--- src/rtl/alu_pkg.sv ---
// Shared op codes, FSM state encoding and counter sizing for seq_muldiv_alu.
package alu_pkg;

  localparam logic [4:0] OP_ADD    = 5'b00000;
  localparam logic [4:0] OP_SLL    = 5'b00001;
  localparam logic [4:0] OP_SLT    = 5'b00010;
  localparam logic [4:0] OP_SLTU   = 5'b00011;
  localparam logic [4:0] OP_XOR    = 5'b00100;
  localparam logic [4:0] OP_SRL    = 5'b00101;
  localparam logic [4:0] OP_OR     = 5'b00110;
  localparam logic [4:0] OP_AND    = 5'b00111;
  localparam logic [4:0] OP_SUB    = 5'b01000;
  localparam logic [4:0] OP_SRA    = 5'b01101;
  localparam logic [4:0] OP_MUL    = 5'b10000;
  localparam logic [4:0] OP_MULH   = 5'b10001;
  localparam logic [4:0] OP_MULHSU = 5'b10010;
  localparam logic [4:0] OP_MULHU  = 5'b10011;
  localparam logic [4:0] OP_DIV    = 5'b10100;
  localparam logic [4:0] OP_DIVU   = 5'b10101;
  localparam logic [4:0] OP_REM    = 5'b10110;
  localparam logic [4:0] OP_REMU   = 5'b10111;

  typedef enum logic [1:0] {
    S_IDLE = 2'd0,
    S_CALC = 2'd1,
    S_DONE = 2'd2
  } state_t;

  function automatic int cnt_width(input int xlen);
    return $clog2(xlen) + 1;
  endfunction

endpackage

--- src/rtl/muldiv_iter.sv ---
// Iterative shift-add multiplier / restoring divider: one bit per cycle, XLEN cycles.
module muldiv_iter import alu_pkg::*; #(
  parameter int XLEN  = 32,
  parameter int CNT_W = cnt_width(XLEN)
) (
  input  logic            clk,
  input  logic            rst_n,
  input  logic            flush,
  input  logic            start,
  input  logic [2:0]      fn,
  input  logic [XLEN-1:0] a,
  input  logic [XLEN-1:0] b,
  output logic            done,
  output logic [XLEN-1:0] result
);

  logic              busy, neg_q, dz_q;
  logic [2:0]        fn_q;
  logic [CNT_W-1:0]  cnt;
  logic [XLEN-1:0]   a_q, mcand;
  // mul: {accumulator, multiplier}; div: {remainder, quotient}
  logic [2*XLEN-1:0] prod, step, mul_s;
  logic [XLEN:0]     acc, rem_sh, rem_sub;
  logic [XLEN-1:0]   quo_s, rem_s, fin, a_mag, b_mag;
  logic              ge, a_sgn, b_sgn, a_neg, b_neg, neg_s;

  assign done = busy && (cnt == CNT_W'(XLEN - 1));

  // Operands are reduced to magnitudes; the sign is reapplied at the end.
  always_comb begin
    a_sgn = fn[2] ? !fn[0] : (fn[1:0] == 2'b01 || fn[1:0] == 2'b10);
    b_sgn = fn[2] ? !fn[0] : (fn[1:0] == 2'b01);
    a_neg = a_sgn && a[XLEN-1];
    b_neg = b_sgn && b[XLEN-1];
    a_mag = a_neg ? -a : a;
    b_mag = b_neg ? -b : b;
    neg_s = (fn[2] && fn[1]) ? a_neg : (a_neg ^ b_neg);
  end

  always_comb begin
    acc     = {1'b0, prod[2*XLEN-1:XLEN]} + (prod[0] ? {1'b0, mcand} : '0);
    rem_sh  = {prod[2*XLEN-1:XLEN], prod[XLEN-1]};
    rem_sub = rem_sh - {1'b0, mcand};
    ge      = rem_sh >= {1'b0, mcand};
    if (fn_q[2]) step = {(ge ? rem_sub[XLEN-1:0] : rem_sh[XLEN-1:0]), prod[XLEN-2:0], ge};
    else         step = {acc, prod[XLEN-1:1]};
  end

  always_comb begin
    mul_s = neg_q ? -step : step;
    quo_s = neg_q ? -step[XLEN-1:0] : step[XLEN-1:0];
    rem_s = neg_q ? -step[2*XLEN-1:XLEN] : step[2*XLEN-1:XLEN];
    fin   = '0;
    if (!fn_q[2]) fin = (fn_q[1:0] == 2'b00) ? mul_s[XLEN-1:0] : mul_s[2*XLEN-1:XLEN];
    else if (fn_q[1]) fin = dz_q ? a_q : rem_s;
    else fin = dz_q ? '1 : quo_s;
  end

  always_ff @(posedge clk or negedge rst_n) begin
    if (!rst_n) begin
      busy <= 1'b0; cnt <= '0; fn_q <= '0; neg_q <= 1'b0; dz_q <= 1'b0;
      a_q <= '0; mcand <= '0; prod <= '0; result <= '0;
    end else if (flush) begin
      busy <= 1'b0;
      cnt  <= '0;
    end else if (start) begin
      busy  <= 1'b1;
      cnt   <= '0;
      fn_q  <= fn;
      neg_q <= neg_s;
      dz_q  <= (b == '0);
      a_q   <= a;
      mcand <= b_mag;
      prod  <= {{XLEN{1'b0}}, a_mag};
    end else if (busy) begin
      prod <= step;
      cnt  <= cnt + 1'b1;
      if (done) begin
        busy   <= 1'b0;
        result <= fin;
      end
    end
  end

endmodule

--- src/rtl/seq_muldiv_alu.sv ---
// Sequential ALU: single-cycle base ops plus iterative MUL/DIV/REM behind a valid/ready handshake.
module seq_muldiv_alu import alu_pkg::*; #(
  parameter int XLEN  = 32,
  parameter int CNT_W = cnt_width(XLEN)
) (
  input  logic            clk,
  input  logic            rst_n,
  input  logic            flush,
  input  logic            in_valid,
  output logic            in_ready,
  input  logic [4:0]      op,
  input  logic [XLEN-1:0] a,
  input  logic [XLEN-1:0] b,
  output logic            out_valid,
  input  logic            out_ready,
  output logic [XLEN-1:0] result,
  output logic            zero,
  output logic            carry,
  output logic            negative,
  output logic            overflow
);

  localparam int SH_W = $clog2(XLEN);

  state_t          state, state_nxt;
  logic            accept, md_done, md_sel;
  logic [XLEN-1:0] md_res, alu_res, res_q, diff;
  logic [XLEN:0]   sum;
  logic [SH_W-1:0] shamt;
  logic            alu_c, alu_v, zero_q, neg_q, carry_q, ovf_q;

  assign in_ready  = (state == S_IDLE);
  assign out_valid = (state == S_DONE);
  assign accept    = in_valid && in_ready && !flush;

  muldiv_iter #(.XLEN(XLEN), .CNT_W(CNT_W)) u_md (
    .clk(clk), .rst_n(rst_n), .flush(flush), .start(accept && op[4]),
    .fn(op[2:0]), .a(a), .b(b), .done(md_done), .result(md_res)
  );

  assign sum   = {1'b0, a} + {1'b0, b};
  assign diff  = a - b;
  assign shamt = b[SH_W-1:0];

  // Iterative ops match no case item, so their carry/overflow latch as 0.
  always_comb begin
    alu_res = '0;
    alu_c   = 1'b0;
    alu_v   = 1'b0;
    case (op)
      OP_ADD: begin
        alu_res = sum[XLEN-1:0];
        alu_c   = sum[XLEN];
        alu_v   = (a[XLEN-1] == b[XLEN-1]) && (sum[XLEN-1] != a[XLEN-1]);
      end
      OP_SUB: begin
        alu_res = diff;
        alu_c   = a < b;
        alu_v   = (a[XLEN-1] != b[XLEN-1]) && (diff[XLEN-1] != a[XLEN-1]);
      end
      OP_SLL:  alu_res = a << shamt;
      OP_SLT:  alu_res = XLEN'($signed(a) < $signed(b));
      OP_SLTU: alu_res = XLEN'(a < b);
      OP_XOR:  alu_res = a ^ b;
      OP_SRL:  alu_res = a >> shamt;
      OP_OR:   alu_res = a | b;
      OP_AND:  alu_res = a & b;
      OP_SRA:  alu_res = XLEN'($signed(a) >>> shamt);
      default: ;
    endcase
  end

  always_comb begin
    state_nxt = state;
    if (flush) state_nxt = S_IDLE;
    else begin
      case (state)
        S_IDLE:  if (in_valid) state_nxt = op[4] ? S_CALC : S_DONE;
        S_CALC:  if (md_done) state_nxt = S_DONE;
        S_DONE:  if (out_ready) state_nxt = S_IDLE;
        default: state_nxt = S_IDLE;
      endcase
    end
  end

  always_ff @(posedge clk or negedge rst_n) begin
    if (!rst_n) state <= S_IDLE;
    else        state <= state_nxt;
  end

  always_ff @(posedge clk or negedge rst_n) begin
    if (!rst_n) begin
      md_sel <= 1'b0; res_q <= '0; zero_q <= 1'b0; neg_q <= 1'b0; carry_q <= 1'b0; ovf_q <= 1'b0;
    end else if (accept) begin
      md_sel  <= op[4];
      res_q   <= alu_res;
      zero_q  <= (alu_res == '0);
      neg_q   <= alu_res[XLEN-1];
      carry_q <= alu_c;
      ovf_q   <= alu_v;
    end
  end

  // The iterative unit registers its own result on the final iteration edge.
  assign result   = md_sel ? md_res : res_q;
  assign zero     = md_sel ? (md_res == '0) : zero_q;
  assign negative = md_sel ? md_res[XLEN-1] : neg_q;
  assign carry    = carry_q;
  assign overflow = ovf_q;

endmodule
--- config.mk ---
export PLATFORM = sky130hd
export DESIGN_NAME = seq_muldiv_alu
export DESIGN_NICKNAME = d
export VERILOG_FILES = /design/src/rtl/alu_pkg.sv /design/src/rtl/muldiv_iter.sv /design/src/rtl/seq_muldiv_alu.sv
export SDC_FILE = /design/constraint.sdc
export NUM_CORES = 1
export LEC_CHECK = 0
export BUFFER_PORTS_ARGS = -buffer_cell sky130_fd_sc_hd__buf_2
export CAP_MARGIN = 5
export CORE_ASPECT_RATIO = 0.7
export CORE_MARGIN = 8
export CORE_UTILIZATION = 30
export CTS_BUF_LIST = sky130_fd_sc_hd__clkbuf_4 sky130_fd_sc_hd__clkbuf_8 sky130_fd_sc_hd__clkbuf_16
export CTS_CLUSTER_SIZE = 12
export DETAILED_ROUTE_END_ITERATION = 10
export PLACE_DENSITY_LB_ADDON = 0.12
export SLEW_MARGIN = 30
export SYNTH_ARGS = -nofsm -noshare
export SYNTH_HDL_FRONTEND = slang
export SYNTH_SLANG_ARGS = --single-unit
--- constraint.sdc ---
create_clock -name clk -period 5 [get_ports clk]
set_input_delay 1 -clock clk [delete_from_list [all_inputs] [get_ports clk]]
set_output_delay 1 -clock clk [all_outputs]
set_load 0.01 [all_outputs]
==> flow_metrics.env <==
export IMPL_drt_wirelength_per_cell_um=28.17
export IMPL_critPathLaunchType="flip-flop"
export IMPL_async_flop_share_pct=100.0
export IMPL_worst_endpoint_arrival_ns=5.52
export IMPL_dominantRegCellSynth="dfrtp_1"
export IMPL_total_via_count_after_detailed_routing=32920
export IMPL_timing_critical_path_cells="ha_4 -> buf_12 -> nand4_1 -> or3_4 -> nor4_4 -> a31oi_2 -> buf_4 -> o211ai_4 -> o21ai_2 -> o211a_1 -> or4_4 -> or4_4 -> buf_6 -> or3_4 -> o31ai_4 -> mux2i_1 -> a32o_1"
export IMPL_crit_path_top_delay_cell="or4_4"
export IMPL_placed_cell_area_sq_mm=0.03512
export IMPL_area_growth_pct=34.76
export IMPL_synth_fp_nets=3873
export IMPL_max_cap_violations=0
export IMPL_synth_area_sq_mm=0.02730
export IMPL_io_pin_count=112
export IMPL_final_total_pwr_mw=17.73
export IMPL_ys_seq_elements=210
export IMPL_cts_sink_count=210
export IMPL_grt_max_degree=124
export IMPL_hpwl_um=131300
export IMPL_drive_above_1_share_pct=29.91
export IMPL_root_buffer="clkbuf_16"
export IMPL_tightestPinTransition_ns=1.107
export IMPL_cp_slowest_stage_delay_ns=0.56
export IMPL_end_kind="flip-flop"
export IMPL_final_number_of_setup_violating_endpoints=0
export IMPL_layout_common_cells="834 x buf_4, 384 x nand2_1, 324 x nor2_1"
export IMPL_cts_hold_buffers_added=0
export IMPL_totalWireLength_um=158000
export IMPL_place_port_buffers=111
export IMPL_yosys_warning_count=0
export IMPL_gpl_final_weighted_congestion=1.055
export IMPL_number_of_synthesized_flops_with_an_enable_pin=0
export IMPL_critical_path_top_delay_family="simple AND/OR/NAND/NOR gates"
export IMPL_final_global_route_overflow_total=0
export IMPL_via_count_of_the_first_global_routing_pass=29645
export IMPL_detail_route_vias_per_cell=5.871
export IMPL_synth_lib_cells_used_distinct=105
export IMPL_fmax_ghz=0.2001
export IMPL_p_leak_nw=16.49
export IMPL_timing_slew_headroom_pct=25.98
export IMPL_rsz0062_at_grt="yes"
export IMPL_most_common_cell_after_layout_fill_and_taps_aside="buf_4"
export IMPL_cts_reportedPaths_clkPinSlew_ns=0.07
export IMPL_crit_path_max_fanout=6
export IMPL_timing_hold_worst_class="in -> async"
export IMPL_critical_path_startpoint="u_md.prod[61]$_DFFE_PN0P_"
export IMPL_clock_insertion_delay_worst_skew_ns=0.58
export IMPL_fp_dieW_um=376.6
export IMPL_power_per_cell_area_mw_per_mm2=481.8
export IMPL_grt_util_all_layers_pct=29.70
export IMPL_clock_tree_from_tritoncts="yes"
export IMPL_syn_instance_count=3625
export IMPL_period_share_pct=99.96
export IMPL_r2r_start="u_md.prod[61]$_DFFE_PN0P_"
export IMPL_std_cell_rows=92
export IMPL_sequential_area_share_after_synthesis_pct=19.25
export IMPL_drc_errors=0
export IMPL_grt_antenna_before_repair=11
export IMPL_fin_crit_ns=4.998
export IMPL_run_status="finished clean"
export IMPL_design_die_area_sq_mm=0.1011
export IMPL_ctsLongestPathBuffers=3
export IMPL_design_final_nets=4610
export IMPL_htree_num_levels=1
export IMPL_vdd_ir_drop_max_mv=0.2640
export IMPL_die_height_um=268.4
export IMPL_critical_path_n_buffers_inverters=3
export IMPL_tritoncts_num_buffers=25
export IMPL_final_antenna_net_count=0
export IMPL_required_time_worst_endpoint_ns=5.52
export IMPL_drtIter0Drc=4174
export IMPL_syn_area_per_cell_sq_um=7.532
export IMPL_timing_final_max_slew_violations=0
export IMPL_total_count_of_hold_check_failures_in_the_final_report=0
export IMPL_timing_clock_skew_ns=0.02340
export IMPL_worst_setup_path_type="reg -> reg"
export IMPL_grt_first_pass_wirelength_um=221800
export IMPL_postLayoutCellArea_sq_mm=0.03680
export IMPL_core_region_sq_mm=0.09013
export IMPL_detail_route_first_pass_iterations=6
export IMPL_effective_utilization_at_floorplan_pct=30.29
[logic make-up after synthesis]
group                    Yosys count  synth area share, %
buffers and inverters            434                6.172
AND/OR/NAND/NOR                 1234                21.53
XOR/XNOR                         186                5.966
AO/OA/AOI/OAI                   1178                28.09
multiplexers                     209                10.92
flip-flops                       210                19.25
adder cells (fa/ha/maj)          174                8.083
[synth_stat cells (all sizes together), types with 61 or more instances]
cell type  instances  area share, %
a211oi            62            1.7
a21oi            259            4.8
clkbuf           213            2.9
dfrtp            210             19
ha               170            7.8
inv              164            2.3
mux2              61            2.5
mux2i             83            3.0
mux4              65            5.4
nand2            392            5.4
nand3             88            1.6
nor2             328            4.5
nor3              90            1.7
o21ai            342            6.3
xnor2            134            4.3
[routing by layer]
metal,vias up,share of wire (%),global-route usage [%]
met2,1764,35,35.58
met4,6,1.5,3.874
li1,14891,-,-
met5,-,0.026,0
met1,16109,50,47.63
met3,150,14,12.69
[layout make-up]
| class | count | area, sq um |
|---|---|---|
| clock buffer | 37 | 759.5 |
| fill | 9396 | 53330 |
| tap | 1222 | 1529 |
| multi-input combinational | 2981 | 21120 |
| clock inverter | 8 | 106.4 |
| timing repair buffer | 975 | 7376 |
| sequential | 210 | 5261 |
| antenna | 5 | 12.51 |
| inverter | 169 | 636.9 |
[per-stage QoR]
step	setup TNS (ns)	hold slack, ns	util, %	cells	setup WS (ns)
floorplan	-0.0005302	0.4446	-	3625	-0.0005302
global placement	-2.558	0.4679	38.93	5537	-0.4460
detailed placement	-3.158	0.4699	38.96	5537	-0.5378
CTS	-0.06237	0.4848	40.09	5582	-0.03126
global route	-0.3165	0.5178	40.81	5602	-0.1050
finish	0	0.4594	40.83	5607	0.002031
[final timing paths]
kind | end | slack, ns | cells after the start
max reg2reg | u_md.result[31]$_DFFE_PN0P_ | 0.002 | 17
max in group asynchronous | u_md.fn_q[2]$_DFFE_PN0P_ | 3.37 | 2
min in group clk | u_md.a_q[30]$_DFFE_PN0P_ | 0.48 | 2
min | u_md.prod[59]$_DFFE_PN0P_ | 0.46 | 1
min reg2reg | u_md.a_q[30]$_DFFE_PN0P_ | 0.48 | 2
max | u_md.result[31]$_DFFE_PN0P_ | 0.002 | 17
[flip-flops by register name, indices dropped and copies added, names as in the netlist, 2 cells and up]
name	count
res_q	32
state	2
u_md.a_q	32
u_md.cnt	6
u_md.fn_q	3
u_md.mcand	32
u_md.prod	64
u_md.result	32
[power by group]
part | total [mW] | internal [mW] | switching, mW
combinational | 13.1 | 5.56 | 7.59
sequential | 2.57 | 2.12 | 0.451
clock | 2.02 | 1.16 | 0.860
total | 17.7 | 8.83 | 8.90
[repair_timing]
action | 4_1_cts | 5_1_grt
pin swaps | 6 | 44
buffers inserted | 0 | 20
resized for setup | 26 | 99
endpoints found under the setup margin | 20 | 28
(Power assumes the default switching activity.)
